===== src/rtl/instr_loader.sv =====
// instr_loader: boot-time program loader in front of the single-cycle cpu.
// It takes instruction words from a valid/ready stream and writes each one
// into the cpu instruction memory through the initialize / data / address
// port. The cpu is held in reset until the whole program is written and
// RST_HOLD further cycles have passed. After that the cpu runs from BASE_ADDR.
// Optional feature: define LOADER_CHECKSUM_EN to add the in_checksum input.
// The loader then verifies a 32-bit wrapping sum of the program before it
// releases the cpu.
module instr_loader #(
  parameter int unsigned DEPTH     = 64,
  parameter logic [31:0] BASE_ADDR = 32'h0000_0000,
  parameter logic [31:0] ADDR_STEP = 32'd4,
  parameter int unsigned RST_HOLD  = 2
) (
  input  logic        clk,
  input  logic        rst,
  input  logic        start,
  input  logic [15:0] length,
  input  logic [31:0] in_data,
  input  logic        in_valid,
`ifdef LOADER_CHECKSUM_EN
  input  logic [31:0] in_checksum,
`endif
  output logic        in_ready,
  output logic        initialize,
  output logic [31:0] instruction_initialize_data,
  output logic [31:0] instruction_initialize_address,
  output logic        cpu_rst,
  output logic        busy,
  output logic        done,
  output logic        error
);

  typedef enum logic [2:0] {
    IDLE,
    LOAD,
    FLUSH,
    HOLD,
    RUN
  } state_t;

  state_t      state;
  logic [15:0] len_q;
  logic [15:0] index;
  logic [15:0] hold_cnt;

  logic        len_bad;
  logic        handshake;
  logic        start_ok;
  logic [16:0] index_next;
  logic [31:0] word_addr;

`ifdef LOADER_CHECKSUM_EN
  logic [31:0] sum;
  logic [31:0] checksum_q;
`endif

  // A zero-length program or one larger than the memory is refused at start.
  // Because the length can never exceed DEPTH, no write ever lands at or past
  // BASE_ADDR + DEPTH*ADDR_STEP.
  assign len_bad    = (length == 16'd0) || ({16'd0, length} > DEPTH);
  assign start_ok   = start && ((state == IDLE) || (state == RUN));
  assign handshake  = (state == LOAD) && in_valid && in_ready;
  assign index_next = {1'b0, index} + 17'd1;
  assign word_addr  = BASE_ADDR + ({16'd0, index} * ADDR_STEP);

  // Loader sequencing IDLE -> LOAD -> FLUSH -> HOLD -> RUN, with every output registered.
  always_ff @(posedge clk or posedge rst) begin
    if (rst) begin
      state                          <= IDLE;
      len_q                          <= 16'd0;
      index                          <= 16'd0;
      hold_cnt                       <= 16'd0;
      in_ready                       <= 1'b0;
      initialize                     <= 1'b0;
      instruction_initialize_data    <= 32'd0;
      instruction_initialize_address <= BASE_ADDR;
      cpu_rst                        <= 1'b1;
      busy                           <= 1'b0;
      done                           <= 1'b0;
      error                          <= 1'b0;
`ifdef LOADER_CHECKSUM_EN
      sum                            <= 32'd0;
      checksum_q                     <= 32'd0;
`endif
    end else if (start_ok) begin
      // A new session puts the cpu back into reset in both cases, even when the length is refused.
      cpu_rst    <= 1'b1;
      done       <= 1'b0;
      initialize <= 1'b0;
      hold_cnt   <= 16'd0;
      if (len_bad) begin
        error    <= 1'b1;
        busy     <= 1'b0;
        in_ready <= 1'b0;
        state    <= IDLE;
      end else begin
        error    <= 1'b0;
        busy     <= 1'b1;
        in_ready <= 1'b1;
        len_q    <= length;
        index    <= 16'd0;
        state    <= LOAD;
`ifdef LOADER_CHECKSUM_EN
        sum        <= 32'd0;
        checksum_q <= in_checksum;
`endif
      end
    end else begin
      case (state)
        IDLE: begin
          cpu_rst    <= 1'b1;
          in_ready   <= 1'b0;
          initialize <= 1'b0;
        end
        LOAD: begin
          if (handshake) begin
            instruction_initialize_data    <= in_data;
            instruction_initialize_address <= word_addr;
            initialize                     <= 1'b1;
            index                          <= index_next[15:0];
`ifdef LOADER_CHECKSUM_EN
            sum                            <= sum + in_data;
`endif
            if (index_next >= {1'b0, len_q}) begin
              in_ready <= 1'b0;
              state    <= FLUSH;
            end else begin
              in_ready <= 1'b1;
            end
          end else begin
            initialize <= 1'b0;
          end
        end
        FLUSH: begin
          // The final write pulse is on the bus during this cycle.
          initialize <= 1'b0;
          hold_cnt   <= 16'd0;
`ifdef LOADER_CHECKSUM_EN
          if (sum != checksum_q) begin
            error <= 1'b1;
            busy  <= 1'b0;
            state <= IDLE;
          end else begin
            state <= HOLD;
          end
`else
          state <= HOLD;
`endif
        end
        HOLD: begin
          if (hold_cnt == 16'(RST_HOLD - 1)) begin
            cpu_rst <= 1'b0;
            done    <= 1'b1;
            busy    <= 1'b0;
            state   <= RUN;
          end else begin
            hold_cnt <= hold_cnt + 16'd1;
          end
        end
        RUN: begin
          cpu_rst <= 1'b0;
          done    <= 1'b1;
        end
        default: begin
          state <= IDLE;
        end
      endcase
    end
  end

endmodule


===== config.mk =====
export PLATFORM = sky130hd
export DESIGN_NAME = instr_loader
export DESIGN_NICKNAME = d
export VERILOG_FILES = /design/src/rtl/instr_loader.sv
export SDC_FILE = /design/constraint.sdc
export NUM_CORES = 1
export LEC_CHECK = 0
export ABC_AREA = 1
export BUFFER_PORTS_ARGS = -buffer_cell sky130_fd_sc_hd__buf_2
export CORE_MARGIN = 4
export CORE_UTILIZATION = 54
export DETAILED_ROUTE_END_ITERATION = 10
export HOLD_SLACK_MARGIN = 0.08
export PLACE_DENSITY = 0.8
export SETUP_SLACK_MARGIN = 0.3
export SLEW_MARGIN = 20
export SYNTH_ARGS = -nofsm -noshare
export SYNTH_HDL_FRONTEND = slang
export SYNTH_SLANG_ARGS = --single-unit

===== constraint.sdc =====
create_clock -name clk -period 3.9 [get_ports clk]
set_input_delay 0.78 -clock clk [delete_from_list [all_inputs] [get_ports clk]]
set_output_delay 0.78 -clock clk [all_outputs]
set_load 0.1 [all_outputs]

# After elaboration in Yosys (flattened, before gate mapping)

Index checks and enable logic that the tools add are counted.

Register bits: 105
Input bits: 52

$add $sub $neg: 2
$lt $le $gt $ge: 2
Equality and inequality tests: 11
Muxes and demuxes: 30
Bitwise operators: 2
Reductions and logical operators: 27

Operator list:

| cell                                                | number |
|---|---|
| 2-to-1 mux 16 bit                                   | 6 |
| case mux 16 bit (2 select lines)                    | 1 |
| adder 16 x 1 -> 17 bit, second input constant       | 1 |
| greater-or-equal comparator 17 x 16 -> 1 bit        | 1 |
| adder 16 x 1 -> 16 bit, second input constant       | 1 |
| == test 16 x 1 -> 1 bit, second input constant      | 1 |
| > comparator 16 x 7 -> 1 bit, second input constant | 1 |
| logical NOT 16 bit                                  | 1 |
| 2-to-1 mux 1 bit                                    | 14 |
| 2-to-1 mux 3 bit                                    | 4 |
| case mux 3 bit (4 select lines)                     | 1 |
| AND reduction 2 bit                                 | 6 |
| nonzero test 3 bit                                  | 4 |
| != test 3 bit, second input constant                | 3 |
| nonzero test 2 bit                                  | 4 |
| == test 3 x 2 -> 1 bit, second input constant       | 2 |
| case mux 1 bit (2 select lines)                     | 3 |
| AND reduction 3 bit                                 | 2 |
| AND reduction 4 bit                                 | 1 |
| nonzero test 4 bit                                  | 1 |
| OR reduction 2 bit                                  | 2 |
| == test 3 x 1 -> 1 bit, second input constant       | 1 |
| == test 3 bit, second input constant                | 1 |
| logical AND 1 bit                                   | 3 |
| 7 further kinds                                     | 9 |

# Logic depth before layout (Yosys ltp)

Gate-level depths: netlist (run 1).

Depth after elaboration: 6
Gate-level depth with buffers: 22
Gate-level depth less buffers: 22

# Worst setup path after synthesis (run 1)

OpenSTA, ideal clock, no wires.

Path type: register -> register
Start point: reg index[0]
End point: reg in_ready
Arrival time: 2.321 ns
Required time: 3.779 ns
Path slack: 1.459 ns
Cell stages (with the launch flop): 21
Period minus slack after synthesis: 2.441 ns
Cells stage by stage: dfrtp_1 > ha_1 > nand3_1 > inv_1 > nand2_1 > nor2_2 > nand3_2 > xor2_1 > inv_1 > ha_1 > nand2_1 > inv_1 > nand2_1 > nor2_1 > inv_1 > o21ai_0 > nor2_1 > nand2_1 > nand2_1 > nand2_1 > nand2_1

Cells in the longest elaborated chain, start to end: 6

RTL lines:

| element                                      | RTL line | RTL |
|---|---|---|
| start: declaration                           | 44       | `logic [15:0] index;` |
| start signal: assignment                     | 121      | `index <= index_next[15:0];` |
| adder 16 x 1 -> 17 bit                       | 64       | `assign index_next = {1'b0, index} + 17'd1;` |
| greater-or-equal comparator 17 x 16 -> 1 bit | 125      | `if (index_next >= {1'b0, len_q}) begin` |
| 2-to-1 mux 1 bit                             | 125      |  |
| 2-to-1 mux 1 bit                             | 117      | `if (handshake) begin` |
| case mux 1 bit (2 select lines)              | 110      | `case (state)` |
| 2-to-1 mux 1 bit                             | 86       | `end else if (start_ok) begin` |
| end signal: assignment                       | 113      | `in_ready <= 1'b0;` |
| end signal: assignment                       | 126      | `in_ready <= 1'b0;` |
| end signal: assignment                       | 129      | `in_ready <= 1'b1;` |
| end: declaration                             | 24       | `output logic in_ready,` |

No other way between the ends. The select of a mux whose other input is x is not followed.
A chain may end at the register's enable or synchronous reset.

# Worst setup path after layout (run 1)

Same ends and word-level chain as after synthesis.

==> results.json, run 1 <==
{
  "status": "finished clean",
  "grt_max_degree": 71,
  "synth_edf_count": 0,
  "holdWs_ps": 474,
  "num-fill-cells": 858,
  "vdd_drop_max_uv": 804,
  "drtPass1Iterations": 6,
  "drv_slew": 0,
  "end_kind": "register",
  "port_buffers": 105,
  "avgViaCountPerCell": 5.07,
  "syn_avg_cell_area_um2": 8.05,
  "layout_common_cells": "221 x nand2_1, 105 x buf_2, 104 x dfrtp_1, 83 x inv_1, 43 x o21ai_0",
  "synth_compound_area_share_pct": 6.36,
  "ys_types": 38,
  "drt-initial-drc-count": 350,
  "gp_congestion": 0.880,
  "crit_path_frequent_cell": "nand2_1",
  "tns_ps": 0,
  "holdBufCountCts": 0,
  "async_reset_ff_share_pct": 100,
  "routed_wl_mm": 11.8,
  "cpPeakStageDelay_ps": 450,
  "clk_pin_slew_worst_paths_ps": 110,
  "core-area_um2": 9730,
  "r2r_start": "index[0]$_DFFE_PP0P_",
  "antenna_cells": 0,
  "drive_above_1_share_pct": 18.4,
  "synth_mux_area_share_pct": 0,
  "critPathMaxFanout": 6,
  "holdPathEnd": "len_q[7]$_DFFE_PP0P_",
  "min-delay-start": "len_q[7]$_DFFE_PP0P_",
  "grt-ovfl-total": 0,
  "fmax_mhz": 350,
  "min_path_type": "register to register",
  "setup.worst_path.class": "register to register",
  "clock_sinks": 105,
  "num-nets-final": 840,
  "period_share_pct": 73.3,
  "initial_core_util_pct": 55.4,
  "post_dp_cell_area_um2": 5960,
  "rsz0062_at_grt": "no",
  "synth-seq-cells": 105,
  "synth_xor_area_share_pct": 3.09,
  "area_delta_synth_final_pct": 13.9,
  "ys_warn_count": 0,
  "synth_fa_ha_area_share_pct": 4.41,
  "dieArea_um2": 11600,
  "ys.flop_type": "dfrtp_1",
  "rr_worst_depth": 20,
  "r2r_end": "in_ready$_DFFE_PP0P_",
  "clockBufferDepth": 2,
  "r2r_setup_slack_ps": 1040,
  "powerDensity_nw_per_um2": 764,
  "critPathLaunchType": "register",
  "cp_slowest_cell": "dfrtp_1",
  "setup_ws_ps": 1040,
  "worstSkewPairLatency_ps": 380,
  "cts_buffers": 9,
  "critPathTopFamily": "simple AND/OR/NAND/NOR gates",
  "vias": 4595,
  "post_cts_buffers": 0,
  "antenna_found_initial": 0,
  "synth_top_family_by_area": "simple AND/OR/NAND/NOR gates",
  "fp.dieH_um": 108,
  "die_w_um": 108,
  "stdcell_area_um2": 6140,
  "htreeDepth": 3,
  "syn_inst": 670,
  "yosysSeqAreaShare_pct": 48.8,
  "final_hold_viol_count": 0,
  "rows": 36,
  "ctsRootBufferMaster": "clkbuf_8",
  "stdcell_count": 906,
  "slew_headroom_pct": 43.6,
  "final_common_cell": "nand2_1",
  "dp_hpwl_mm": 8.74,
  "utilization_pct": 63.1,
  "grt_pass1_vias": 4352,
  "skew_ps": 11.9,
  "pre_cts_slack_ps": 1130,
  "cts_resized": 0,
  "grt_usage_pct": 20.7,
  "wl_per_cell_um": 13.0,
  "cap_violations": 0,
  "place_inst": 891,
  "grt_pass1_wl_mm": 19.5,
  "p_total_mw": 4.70,
  "cp_num_buf_inv": 4,
  "tightest_slew_ps": 845,
  "power.leakage_nw": 3.40,
  "setup_viol": 0,
  "whs_path_depth": 2,
  "drc": 0,
  "ios": 122,
  "cp.required_ps": 4170,
  "path_cells": "ha_1, nand3_1, inv_1, nand2_1, nor2_2, nand3_2, xor2_1, inv_1, ha_1, nand2_1, inv_1, nand2_1, nor2_1, inv_1, o21ai_0, nor2_1, nand2_1, nand2_1, nand2_1, nand2_1",
  "syn_area_um2": 5390,
  "period_needed_ps": 2860,
  "cp.arrival_ps": 3130,
  "tritoncts": "built",
  "final_antenna_net_count": 0,
  "synthSimpleGateAreaFrac_pct": 27.3
}
## how the worst max path moves through the flow
stage / start / endpoint / slack (ps) / depth (start not counted)
2_1_floorplan: rst / busy$_DFFE_PP0P_ / 360 / 1
3_3_place_gp: index[0]$_DFFE_PP0P_ / in_ready$_DFFE_PP0P_ / 1270 / 22
3_5_place_dp: index[0]$_DFFE_PP0P_ / in_ready$_DFFE_PP0P_ / 1130 / 20
4_1_cts: index[0]$_DFFE_PP0P_ / in_ready$_DFFE_PP0P_ / 1060 / 20
5_1_grt: index[0]$_DFFE_PP0P_ / in_ready$_DFFE_PP0P_ / 710 / 20
6_report: index[0]$_DFFE_PP0P_ / in_ready$_DFFE_PP0P_ / 1040 / 20
## worst register-to-register path, delay by kind of cell (launching register included)
| family | cells | cell delay [ps] |
|---|---|---|
| DFF | 1 | 450 |
| and+or+nand+nor | 12 | 1100 |
| AOI/OAI and AO/OA | 1 | 170 |
| xor gates and xnor gates | 1 | 210 |
| buffers and inverters | 4 | 280 |
| adders and majority gates | 2 | 530 |
## per-layer routing
layer	part of all wire (%)	GRT usage [%]	routed length [um]
met3	4.8	4.44	560
met1	43	26.4	5060
met4	1.4	5.32	160
met5	0	0	0
met2	51	35.7	5990
## kinds of logic after synthesis
logic type / after synthesis
adders and majority gates: 19
xor gates and xnor gates: 19
other: 1
buffers and inverters: 122
DFF: 105
AOI/OAI and AO/OA: 64
and+or+nand+nor: 340
## where the power goes
part           total [mW]  leakage (nW)  internal [mW]  switching (mW)
clock               0.632        0.0876          0.242           0.390
combinational        2.57          1.94          0.362            2.20
sequential           1.50          1.37           1.34           0.159
total                4.70          3.40           1.94            2.75
## layout make-up
type / count / area, um^2 / area share [%]
timing repair buffer: 109 / 556 / 9.04
sequential: 105 / 2630 / 42.8
tap: 133 / 166 / 2.71
multi-input combinational: 458 / 2290 / 37.2
clock inverter: 5 / 52.6 / 0.855
inverter: 86 / 327 / 5.32
clock buffer: 10 / 128 / 2.08
## synth_stat cells, types with 2 or more instances
master | n | share of area, %
nand2_1 | 221 | 15
dfrtp_1 | 104 | 48
inv_1 | 84 | 5.8
o21ai_0 | 43 | 4.0
nand3_1 | 40 | 3.7
nor2_1 | 35 | 2.4
ha_1 | 19 | 4.4
xor2_1 | 19 | 3.1
buf_4 | 18 | 2.5
nand4_1 | 14 | 1.6
a21oi_1 | 10 | 0.93
clkbuf_1 | 8 | 0.56
nor3_1 | 8 | 0.74
nor4_1 | 7 | 0.81
buf_2 | 6 | 0.56
o22ai_1 | 4 | 0.46
buf_1 | 3 | 0.21
nand3_2 | 3 | 0.56
or2_2 | 3 | 0.35
inv_2 | 2 | 0.14
o31ai_1 | 2 | 0.28
## state kept, by name (all words and copies together), names as in the netlist
name and flops:
instruction_initialize_data 32, state 3, busy 1, index 16
done 1, error 1, in_ready 1, initialize 1
cpu_rst 1, instruction_initialize_address 16, len_q 16, hold_cnt 16
(Power assumes the default switching activity.)
==> run 2, diff against run 1 <==
- clock period: 3.9 -> 2.7 ns (I/O delays scaled with it)
==> run 2 against run 1 <==
- first-iteration DRC count is 22% lower
- die area stayed put
- count of clock-buffer cells in the layout stayed put
- critical path type unchanged
- largest power group unchanged
- highest routed layer unchanged
==> results.json, run 2 (synthesized netlist as in run 1, its figures left out) <==
{
  "status": "finished clean",
  "num-fill-cells": 758,
  "gp_congestion": 0.941,
  "setup_ws_ps": 157,
  "tightest_slew_ps": 737,
  "avgViaCountPerCell": 5.13,
  "drive_above_1_share_pct": 26.2,
  "dieArea_um2": 11600,
  "internal_power_mw": 2.91,
  "power_frac_clock_pct": 14.0,
  "grt_pass1_wl_mm": 21.9,
  "rr_worst_depth": 18,
  "wl_per_cell_um": 14.3,
  "swShare_pct": 58.2,
  "drt-initial-drc-count": 274,
  "powerDensity_nw_per_um2": 1040,
  "p_comb_share_pct": 55.0,
  "setup.worst_path.class": "register to register",
  "num-nets-final": 875,
  "routed_wl_mm": 13.4,
  "rsz0062_at_grt": "yes",
  "core-area_um2": 9730,
  "layout_common_cells": "214 x nand2_1, 105 x buf_2, 103 x dfrtp_1, 78 x inv_1, 41 x o21ai_0",
  "utilization_pct": 68.6,
  "min_path_type": "primary input to async pin",
  "port_buffers": 105,
  "cap_violations": 0,
  "ios": 122,
  "p_sw_mw": 4.06,
  "setup_viol": 0,
  "antenna_cells": 0,
  "fp.dieH_um": 108,
  "area_delta_synth_final_pct": 23.8,
  "tritoncts": "built",
  "vdd_drop_max_uv": 1010,
  "place_inst": 898,
  "final_antenna_net_count": 0,
  "cts_buffers": 9,
  "htreeDepth": 3,
  "grt_max_degree": 43,
  "final_hold_viol_count": 0,
  "pre_cts_slack_ps": 90.0,
  "clockBufferDepth": 2,
  "drtPass1Iterations": 5,
  "rows": 36,
  "cp.arrival_ps": 2830,
  "stdcell_area_um2": 6670,
  "grt_pass1_vias": 4800,
  "largest_register_ffs": 32,
  "critPathLaunchType": "register",
  "final_common_cell": "nand2_1",
  "grt_usage_pct": 23.3,
  "clk_pin_slew_worst_paths_ps": 110,
  "holdWs_ps": 268,
  "skew_ps": 12.6,
  "end_kind": "register",
  "antenna_found_initial": 0,
  "fmax_mhz": 393,
  "p_total_mw": 6.97,
  "power.leakage_nw": 3.62,
  "ctsRootBufferMaster": "clkbuf_8",
  "clock_sinks": 105,
  "drv_slew": 0,
  "die_w_um": 108,
  "stdcell_count": 942,
  "period_share_pct": 94.2,
  "tns_ps": 0,
  "top_register": "instruction_initialize_data",
  "critPathMaxFanout": 3,
  "dp_hpwl_mm": 9.20,
  "worstSkewPairLatency_ps": 380,
  "power_frac_seq_pct": 31.0,
  "drc": 0,
  "period_needed_ps": 2540,
  "post_dp_cell_area_um2": 6040,
  "grt-ovfl-total": 0,
  "cp.required_ps": 2990,
  "initial_core_util_pct": 55.4,
  "vias": 4831,
  "slew_headroom_pct": 50.8
}
==> run 2: cell types whose count changed in the layout (fill, tap and decap cells not counted), moves of 3 or more <==
| cell | change |
|---|---|
| nor2_4 | +3 |
| inv_2 | +6 |
| buf_6 | +6 |
| xor2_2 | +6 |
| nand2_1 | -7 |
| buf_4 | +28 |
| inv_1 | -5 |
| xor2_1 | -7 |
| ha_4 | +3 |
| nor2_1 | -3 |
| ha_1 | -4 |
| nand2_2 | +6 |
==> run 2: metal layers <==
metal / share of wire [%] / global-route usage [%] / vias up
li1: - / - / 2343
met5: 0 / 0 / -
met4: 2.6 / 7.75 / 0
met3: 4.5 / 4.62 / 29
met2: 51 / 39.6 / 139
met1: 42 / 29.9 / 2320
==> run 2: power groups by stage <==
stage | registers, mW | logic [mW] | clock network [mW]
5_1_grt | 2.20 | 4.03 | 1.05
3_5_place_dp | 2.18 | 3.78 | 0
3_3_place_gp | 2.16 | 3.72 | 0
4_1_cts | 2.16 | 3.83 | 0.989
6_report | 2.16 | 3.83 | 0.978
2_1_floorplan | 4.42 | 0.885 | 0
==> run 2: path summary, 6_finish.rpt <==
kind | start | end | slack [ps]
worst max-delay path | index[1]$_DFFE_PP0P_ | in_ready$_DFFE_PP0P_ | 160
worst min-delay path | rst | len_q[11]$_DFFE_PP0P_ | 270
worst max register to register | index[1]$_DFFE_PP0P_ | in_ready$_DFFE_PP0P_ | 160
worst min register to register | instruction_initialize_data[6]$_DFFE_PP0P_ | instruction_initialize_data[6]$_DFFE_PP0P_ | 480
max in group asynchronous | rst | cpu_rst$_DFFE_PP1P_ | 1700
min in group clk | in_data[26] | instruction_initialize_data[26]$_DFFE_PP0P_ | 340
==> run 2: area by class of cell <==
cell class | count | area [um^2] | share of cell area [%]
timing repair buffer | 144 | 853 | 12.8
tap | 133 | 166 | 2.49
clock inverter | 6 | 58.8 | 0.881
multi-input combinational | 458 | 2500 | 37.5
clock buffer | 10 | 138 | 2.06
sequential | 105 | 2630 | 39.4
inverter | 86 | 327 | 4.89
==> run 2: critical path: stages (launching register included) <==
cell and delay [ps]:
dfrtp_1 390, ha_2 200, nand3_2 90, inv_2 90
nand2_4 60, nor2_4 160, nand3_4 120, nor2_2 180
xor2_2 110, ha_1 320, nand2_1 80, inv_1 90
nand4_1 100, o21ai_1 140, nor2_1 70, nand2_2 90
nand2_1 50, nand2_1 50, nand2_1 40
==> run 2: timing repair <==
item | CTS | global route
hold buffers | 0 | 0
buffers inserted | 25 | 3
gates resized for setup | 33 | 12
pin swaps | 23 | 14
setup endpoints to repair | 3 | 4
